===== src/rtl/router_pkt_tx.sv =====
// Packet transmitter toward a router input port: sends a header, then the payload, then a parity byte.
// Each byte is held on data_in until a cycle where the router is not busy.
module router_pkt_tx (
    input  logic       clock,
    input  logic       resetn,
    input  logic       start,
    input  logic [1:0] dest_addr,
    input  logic [5:0] pay_len,
    input  logic [7:0] pl_data,
    output logic       pl_rd,
    input  logic       busy,
    output logic [7:0] data_in,
    output logic       pkt_valid,
    output logic       tx_ready,
    output logic       done,
    output logic       cfg_err
);

    typedef enum logic [2:0] {
        S_IDLE    = 3'd0,
        S_HEADER  = 3'd1,
        S_PAYLOAD = 3'd2,
        S_PARITY  = 3'd3,
        S_DONE    = 3'd4
    } state_t;

    state_t     state_reg;
    state_t     state_next;
    logic [7:0] header_reg;
    logic [5:0] count_reg;
    logic [7:0] parity_reg;
    logic       cfg_err_reg;

    logic       cfg_ok;
    logic       accept;

    assign cfg_ok  = (pay_len != 6'd0) && (dest_addr != 2'd3);
    assign cfg_err = cfg_err_reg;

    // A byte is taken by the router on any transfer-state edge where it is not busy.
    assign accept = !busy && ((state_reg == S_HEADER) ||
                              (state_reg == S_PAYLOAD) ||
                              (state_reg == S_PARITY));

    always_comb begin
        state_next = state_reg;
        data_in    = 8'h00;
        pkt_valid  = 1'b0;
        pl_rd      = 1'b0;
        done       = 1'b0;
        tx_ready   = 1'b0;
        case (state_reg)
            S_IDLE: begin
                tx_ready = 1'b1;
                if (start && cfg_ok)
                    state_next = S_HEADER;
            end
            S_HEADER: begin
                data_in   = header_reg;
                pkt_valid = 1'b1;
                if (accept)
                    state_next = S_PAYLOAD;
            end
            S_PAYLOAD: begin
                data_in   = pl_data;
                pkt_valid = 1'b1;
                pl_rd     = !busy;
                if (accept && (count_reg == 6'd1))
                    state_next = S_PARITY;
            end
            S_PARITY: begin
                data_in = parity_reg;
                if (accept)
                    state_next = S_DONE;
            end
            S_DONE: begin
                done       = 1'b1;
                state_next = S_IDLE;
            end
            default: state_next = S_IDLE;
        endcase
    end

    always_ff @(posedge clock) begin
        if (!resetn) begin
            state_reg   <= S_IDLE;
            header_reg  <= 8'h00;
            count_reg   <= 6'd0;
            parity_reg  <= 8'h00;
            cfg_err_reg <= 1'b0;
        end else begin
            state_reg   <= state_next;
            cfg_err_reg <= (state_reg == S_IDLE) && start && !cfg_ok;
            if ((state_reg == S_IDLE) && start && cfg_ok) begin
                header_reg <= {pay_len, dest_addr};
                count_reg  <= pay_len;
                parity_reg <= 8'h00;
            end
            if (accept && ((state_reg == S_HEADER) || (state_reg == S_PAYLOAD)))
                parity_reg <= parity_reg ^ data_in;
            if (accept && (state_reg == S_PAYLOAD))
                count_reg <= count_reg - 6'd1;
        end
    end

endmodule


===== config.mk =====
export PLATFORM = sky130hd
export DESIGN_NAME = router_pkt_tx
export DESIGN_NICKNAME = d
export VERILOG_FILES = /design/src/rtl/router_pkt_tx.sv
export SDC_FILE = /design/constraint.sdc
export NUM_CORES = 1
export LEC_CHECK = 0
export ABC_AREA = 1
export CAP_MARGIN = 20
export CORE_UTILIZATION = 50
export CTS_CLUSTER_SIZE = 28
export DETAILED_ROUTE_END_ITERATION = 7
export PLACE_DENSITY = 0.79
export SYNTH_ARGS = -nofsm -noshare
export SYNTH_HDL_FRONTEND = slang
export SYNTH_SLANG_ARGS = --single-unit

===== constraint.sdc =====
create_clock -name clock -period 2.1 [get_ports clock]
set_clock_uncertainty 0.05 [all_clocks]
set_input_delay 0.21 -clock clock [delete_from_list [all_inputs] [get_ports clock]]
set_output_delay 0.21 -clock clock [all_outputs]
set_load 0.03 [all_outputs]

==> reports/results.tsv, run 1 <==
stage	metric	value	unit
run_status	outcome	completed	
placed_design	dp_hpwl	2562	um
sta	period_needed	1972	ps
logic_synthesis	ys_types	23	
clock_network	cts.htree.levels	1	
critical_path	reg2reg_slack	600	ps
critical_path	path_max_fanout	5	
clock_network	clockBufferDepth	2	
job	cap_violations	0	
logic_synthesis	ys.flop_type	dfxtp_1	
critical_path	reg2reg_from	state_reg[1]	
power_and_ir_drop	p_per_area	1137	nW/um^2
layout	num-nets-final	288	
sta	finalSetupViolCount	0	
sta	timing.fmax	507.0	MHz
die	rows	19	
sta	tightestPinTransition	436.3	ps
power_and_ir_drop	leakage	0.8316	nW
power_and_ir_drop	p_switching	0.001030	W
routing	via_per_inst	5.108	
global_routing	grt_max_degree	17	
global_routing	grt_usage	22.24	%
die	initial_utilization	53.44	%
logic_synthesis	synth-async-reset-ratio	0	%
logic_synthesis	synth_nets	252	
routing	dr.first_iter.drc_count	101	
sta	min_period_over_period	93.93	%
die	die_w	56.53	um
clock_network	tritoncts	built	
power_and_ir_drop	power_frac_seq	32.0	%
critical_path	worstRegToRegCells	6	
placed_design	gp_congestion	0.8520	
logic_synthesis	yosysTopAreaCellShare	35.02	%
power_and_ir_drop	pwr-share-clk	12.4	%
clock_network	cts.sinks	26	
sta	slew_viol_final	0	
global_routing	grt_pass1_wl	5513	um
die	core_area	2781	um^2
critical_path	start_kind	flip-flop	
min_path	hold_start	parity_reg[6]	
routing	wirelength	3369	um
min_path	worstHoldPathType	reg2reg	
die	ioPinCount	33	
sta	fin_tns_setup	0	ps
placed_design	port_buffers	32	
logic_synthesis	synth_top_area_cell	dfxtp_1	
power_and_ir_drop	combPwrFrac	55.5	%
critical_path	worstPathArrival	1710	ps
critical_path	cp_data_required_time	1840	ps
logic_synthesis	synthesis.area	1486	um^2
min_path	hold_depth	2	
clock_network	cts_buffers	3	
layout	syn_to_final_growth	24.33	%
power_and_ir_drop	swShare	49.01	%
power_and_ir_drop	total_power	0.002101	W
clock_network	clock_latency	330	ps
clock_network	cts_root_buf	clkbuf_4	
sta	hold_viol_final	0	
layout	num_antenna_cells	0	
routing	remaining_drc_errors	0	
die	die_h	56.53	um
routing	avgRoutedWirePerCell	11.38	um
logic_synthesis	syn_area_per_cell	6.463	um^2
critical_path	worstReg2RegEnd	parity_reg[4]	
min_path	hold-path-endpoint	parity_reg[6]	
power_and_ir_drop	ir_drop	1010	uV
logic_synthesis	synthCells	230	
sta	rsz0062_at_grt	no	
logic_synthesis	synth_edf_count	0	
global_routing	grt_pass1_vias	1275	
die	die_area	3195	um^2
routing	drt_pass1_iterations	4	
routing	num_vias	1512	
global_routing	antenna_found_initial	0	
routing	ant_nets	0	
global_routing	grt.overflow.total	0	
clock_network	clkTransAtPathRegs	150	ps
logic_synthesis	yosys-top-cells-area	dfxtp_1 35%, nand2_1 20%, nand3_1 9.4%	
layout	drive_above_1_share	11.70	%
logic_synthesis	synth_seq_area_share	35.02	%
critical_path	worst_setup_path_end_kind	primary output	
sta	slew_headroom	70.85	%
power_and_ir_drop	p_int	0.001072	W
logic_synthesis	synth_seq_cells	26	
critical_path	critPathKind	reg2out	
logic_synthesis	ys_warn_count	0	
## metrics by stage
step,hold slack (ps),instances,worst slack [ps],instance area (um^2),util (%)
after global routing,446.0,296,39.26,1848,66.44
after CTS,428.0,296,23.31,1869,67.21
after floorplan,283.1,230,605.3,1486,-
after global placement,410.7,292,121.2,1834,65.95
final,429.4,296,127.5,1848,66.44
after detailed placement,408.3,292,65.01,1834,65.95
## logic make-up after synthesis
logic type / count (synthesis) / share of synthesized area, %
AND/OR/NAND/NOR: 148 / 45.29
AO/OA/AOI/OAI: 28 / 10.19
buffers and inverters: 26 / 7.828
flip-flops: 26 / 35.02
adder cells (fa/ha/maj): 2 / 1.683
## layout make-up
type	instances	area (um^2)
flip-flops and latches	26	521.8
multi-input cells	178	854.6
fillers	258	933.4
clock buffers	4	36.28
well taps	31	38.79
repair buffers	35	314.1
inverters	22	82.58
## cells in the mapped netlist, types with 2 or more instances
library cell and instances:
a21oi_1 20, buf_6 2, dfxtp_1 26, ha_1 2, inv_1 18, inv_2 4, nand2_1 81, nand2_2 2
nand2_4 2, nand3_1 28, nand3b_1 4, nor2_1 20, nor2_2 3, nor2_4 2, nor3_1 3, o21ai_0 5
o21ai_1 2
## what timing repair did
action,4_1_cts,5_1_grt
hold buffers,0,0
setup endpoints to repair,9,9
cloned,0,0
hold endpoints to repair,0,0
resized for setup,12,16
setup buffers,0,0
## critical path: stages, from the launching register on
cell,delay [ps]
dfxtp_1,400
nor2_4,160
nand2_2,90
inv_1,80
clkdlybuf4s50_1,660
## power by group through the flow
| stage | combinational, W | clock, W | sequential [W] |
|---|---|---|---|
| detailed placement | 0.00120 | 0 | 0.000676 |
| CTS | 0.00118 | 0.000268 | 0.000672 |
| global placement | 0.00119 | 0 | 0.000673 |
| floorplan | 0.000878 | 0 | 0.000661 |
| finish | 0.00117 | 0.000262 | 0.000673 |
| global route | 0.00129 | 0.000282 | 0.000688 |
## cell usage in the layout (no fill, tap or decap), types with 2 or more instances in the layout
master,instances
clkbuf_2,7
nand2_2,2
dlymetal6s2s_1,2
ha_1,2
nor3_1,3
a21oi_1,20
clkbuf_4,3
nor2_2,2
inv_1,18
nor2_4,3
o21ai_0,5
nand2_4,2
nand3_1,28
clkdlybuf4s50_1,22
nand3b_1,4
o21ai_1,2
nand2_1,81
buf_4,3
nor2_1,20
inv_2,4
dfxtp_1,25
## layer usage
layer  routed length, um  up-vias  track usage (%)
li1                    -      811                -
met1                1684      664            30.89
met2                1483       32            34.96
met3                 138        5            1.613
met4                  63        0            10.45
met5                   0        -                0
## worst max-delay path by stage
| stage | slack [ps] | cells after the start | from | endpoint |
|---|---|---|---|---|
| after global placement | 120 | 5 | state_reg[0] | data_in[3] |
| after CTS | 20 | 4 | state_reg[0] | pl_rd |
| after detailed placement | 70 | 5 | state_reg[0] | data_in[2] |
| after global routing | 40 | 5 | state_reg[0] | data_in[5] |
| final | 130 | 4 | state_reg[0] | tx_ready |
| after floorplan | 610 | 7 | state_reg[0] | parity_reg[3] |
Power figures use the tool's default switching activity.
==> inputs of run 2 (changes only) <==
Settings changed: CORE_UTILIZATION 50 to 38, PLACE_DENSITY 0.79 to not set.
==> reports/results.tsv, run 2 (same netlist as run 1, synthesis figures left out) <==
stage	metric	value	unit
run_status	outcome	completed	
sta	rsz0062_at_grt	no	
clock_network	clkTransAtPathRegs	100	ps
sta	tightestPinTransition	416.5	ps
routing	avgRoutedWirePerCell	11.24	um
clock_network	cts_buffers	3	
clock_network	hold_buffers	0	
power_and_ir_drop	leakage	0.8272	nW
critical_path	worstRegToRegCells	5	
die	die_area	4166	um^2
power_and_ir_drop	combPwrFrac	52.2	%
routing	drt_pass1_iterations	4	
die	rows	22	
die	die_h	64.55	um
die	ioPinCount	33	
critical_path	worstReg2RegEnd	parity_reg[6]	
routing	via_per_inst	4.825	
sta	finalSetupViolCount	0	
clock_network	cts.htree.levels	1	
placed_design	gp_congestion	0.8866	
routing	ant_nets	0	
critical_path	reg2reg_slack	630	ps
global_routing	grt_pass1_vias	1363	
power_and_ir_drop	total_power	0.002290	W
power_and_ir_drop	p_switching	0.001044	W
sta	hold_viol_final	0	
clock_network	cts_root_buf	clkbuf_8	
global_routing	grt.overflow.total	0	
sta	min_period_over_period	95.34	%
clock_network	tritoncts	built	
power_and_ir_drop	swShare	45.58	%
placed_design	port_buffers	32	
sta	period_needed	2002	ps
die	die_w	64.55	um
global_routing	antenna_found_initial	0	
layout	fillCellCount	401	
power_and_ir_drop	p_per_area	1185	nW/um^2
critical_path	start_kind	flip-flop	
critical_path	path_max_fanout	6	
critical_path	worstPathArrival	1740	ps
layout	drive_above_1_share	10.49	%
sta	fin_tns_setup	0	ps
critical_path	crit_end	pl_rd	
critical_path	cp_data_required_time	1840	ps
placed_design	dp_hpwl	2699	um
layout	syn_to_final_growth	30.05	%
power_and_ir_drop	ir_drop	420.9	uV
routing	remaining_drc_errors	0	
clock_network	cts_setup_buffers	0	
routing	wirelength	3542	um
layout	final_cell_mix	81 x nand2_1, 28 x nand3_1, 25 x dfxtp_1	
sta	slew_headroom	72.17	%
sta	timing.fmax	499.5	MHz
power_and_ir_drop	pwr-share-clk	18.5	%
critical_path	worst_setup_path_end_kind	primary output	
global_routing	grt_max_degree	17	
layout	mostFrequentLayoutCell	nand2_1	
sta	slew_viol_final	0	
power_and_ir_drop	power_frac_seq	29.3	%
die	core_area	3716	um^2
global_routing	grt_usage	18.63	%
critical_path	reg2reg_from	state_reg[0]	
clock_network	cts.sinks	26	
layout	num-nets-final	290	
power_and_ir_drop	p_int	0.001246	W
clock_network	clock_latency	270	ps
clock_network	clockBufferDepth	2	
routing	num_vias	1520	
critical_path	crit_path_start	state_reg[0]	
min_path	worstHoldPathType	reg2reg	
critical_path	critPathKind	reg2out	
routing	dr.first_iter.drc_count	53	
die	initial_utilization	40.00	%
global_routing	grt_pass1_wl	6127	um
layout	num_antenna_cells	0	
job	cap_violations	0	
run 2: layout make-up:
cell class	instances	area [um^2]	share of cell area (%)
tap	48	60.06	3.107
timing repair buffer	37	342.8	17.73
clock inverter	1	30.03	1.553
inverter	22	82.58	4.272
sequential	26	521.8	26.99
multi-input combinational	178	854.6	44.21
clock buffer	3	41.29	2.136
run 2: power groups by stage:
stage / registers, W / clock network [W] / logic (W)
finish: 0.000671 / 0.000423 / 0.00120
global route: 0.000689 / 0.000448 / 0.00134
CTS: 0.000668 / 0.000423 / 0.00120
detailed placement: 0.000676 / 0 / 0.00122
global placement: 0.000675 / 0 / 0.00122
floorplan: 0.000661 / 0 / 0.000878
run 2: how the worst min path moves through the flow:
stage / cells after the start / endpoint / slack (ps) / start
floorplan: 2 / parity_reg[4] / 280 / resetn
global placement: 2 / parity_reg[6] / 410 / parity_reg[6]
detailed placement: 2 / header_reg[5] / 410 / header_reg[5]
CTS: 2 / header_reg[3] / 430 / header_reg[3]
global route: 2 / header_reg[3] / 450 / header_reg[3]
finish: 2 / parity_reg[2] / 430 / parity_reg[2]
run 2: timing repair:
item	4_1_cts	5_1_grt
setup endpoints to repair	8	9
pin swaps	0	0
endpoints found under the hold margin	0	0
gates resized for setup	9	12
run 2: worst max-delay path, cell delays in order, from the launching register on:
cell             delay (ps)
dfxtp_1                 380
nor2_4                  150
nand2_4                 110
nor2_8                  140
clkdlybuf4s50_1         680
run 2: per-stage QoR:
step | cells | setup slack (ps) | util [%] | cell area (um^2) | hold slack [ps]
finish | 315 | 97.81 | 52.02 | 1933 | 426.7
global route | 315 | 5.304 | 52.02 | 1933 | 450.7
CTS | 315 | 39.77 | 52.12 | 1937 | 428.9
detailed placement | 311 | 60.36 | 50.34 | 1871 | 413.9
global placement | 311 | 95.36 | 50.34 | 1871 | 411.7
floorplan | 230 | 605.3 | - | 1486 | 283.1
run 2: layer usage:
layer	share of wire, %	track usage, %	wire, um
met2	43	29.61	1506
met5	0	0	0
met1	54	26.66	1898
met3	3.1	2.289	110
met4	0.76	4.167	27
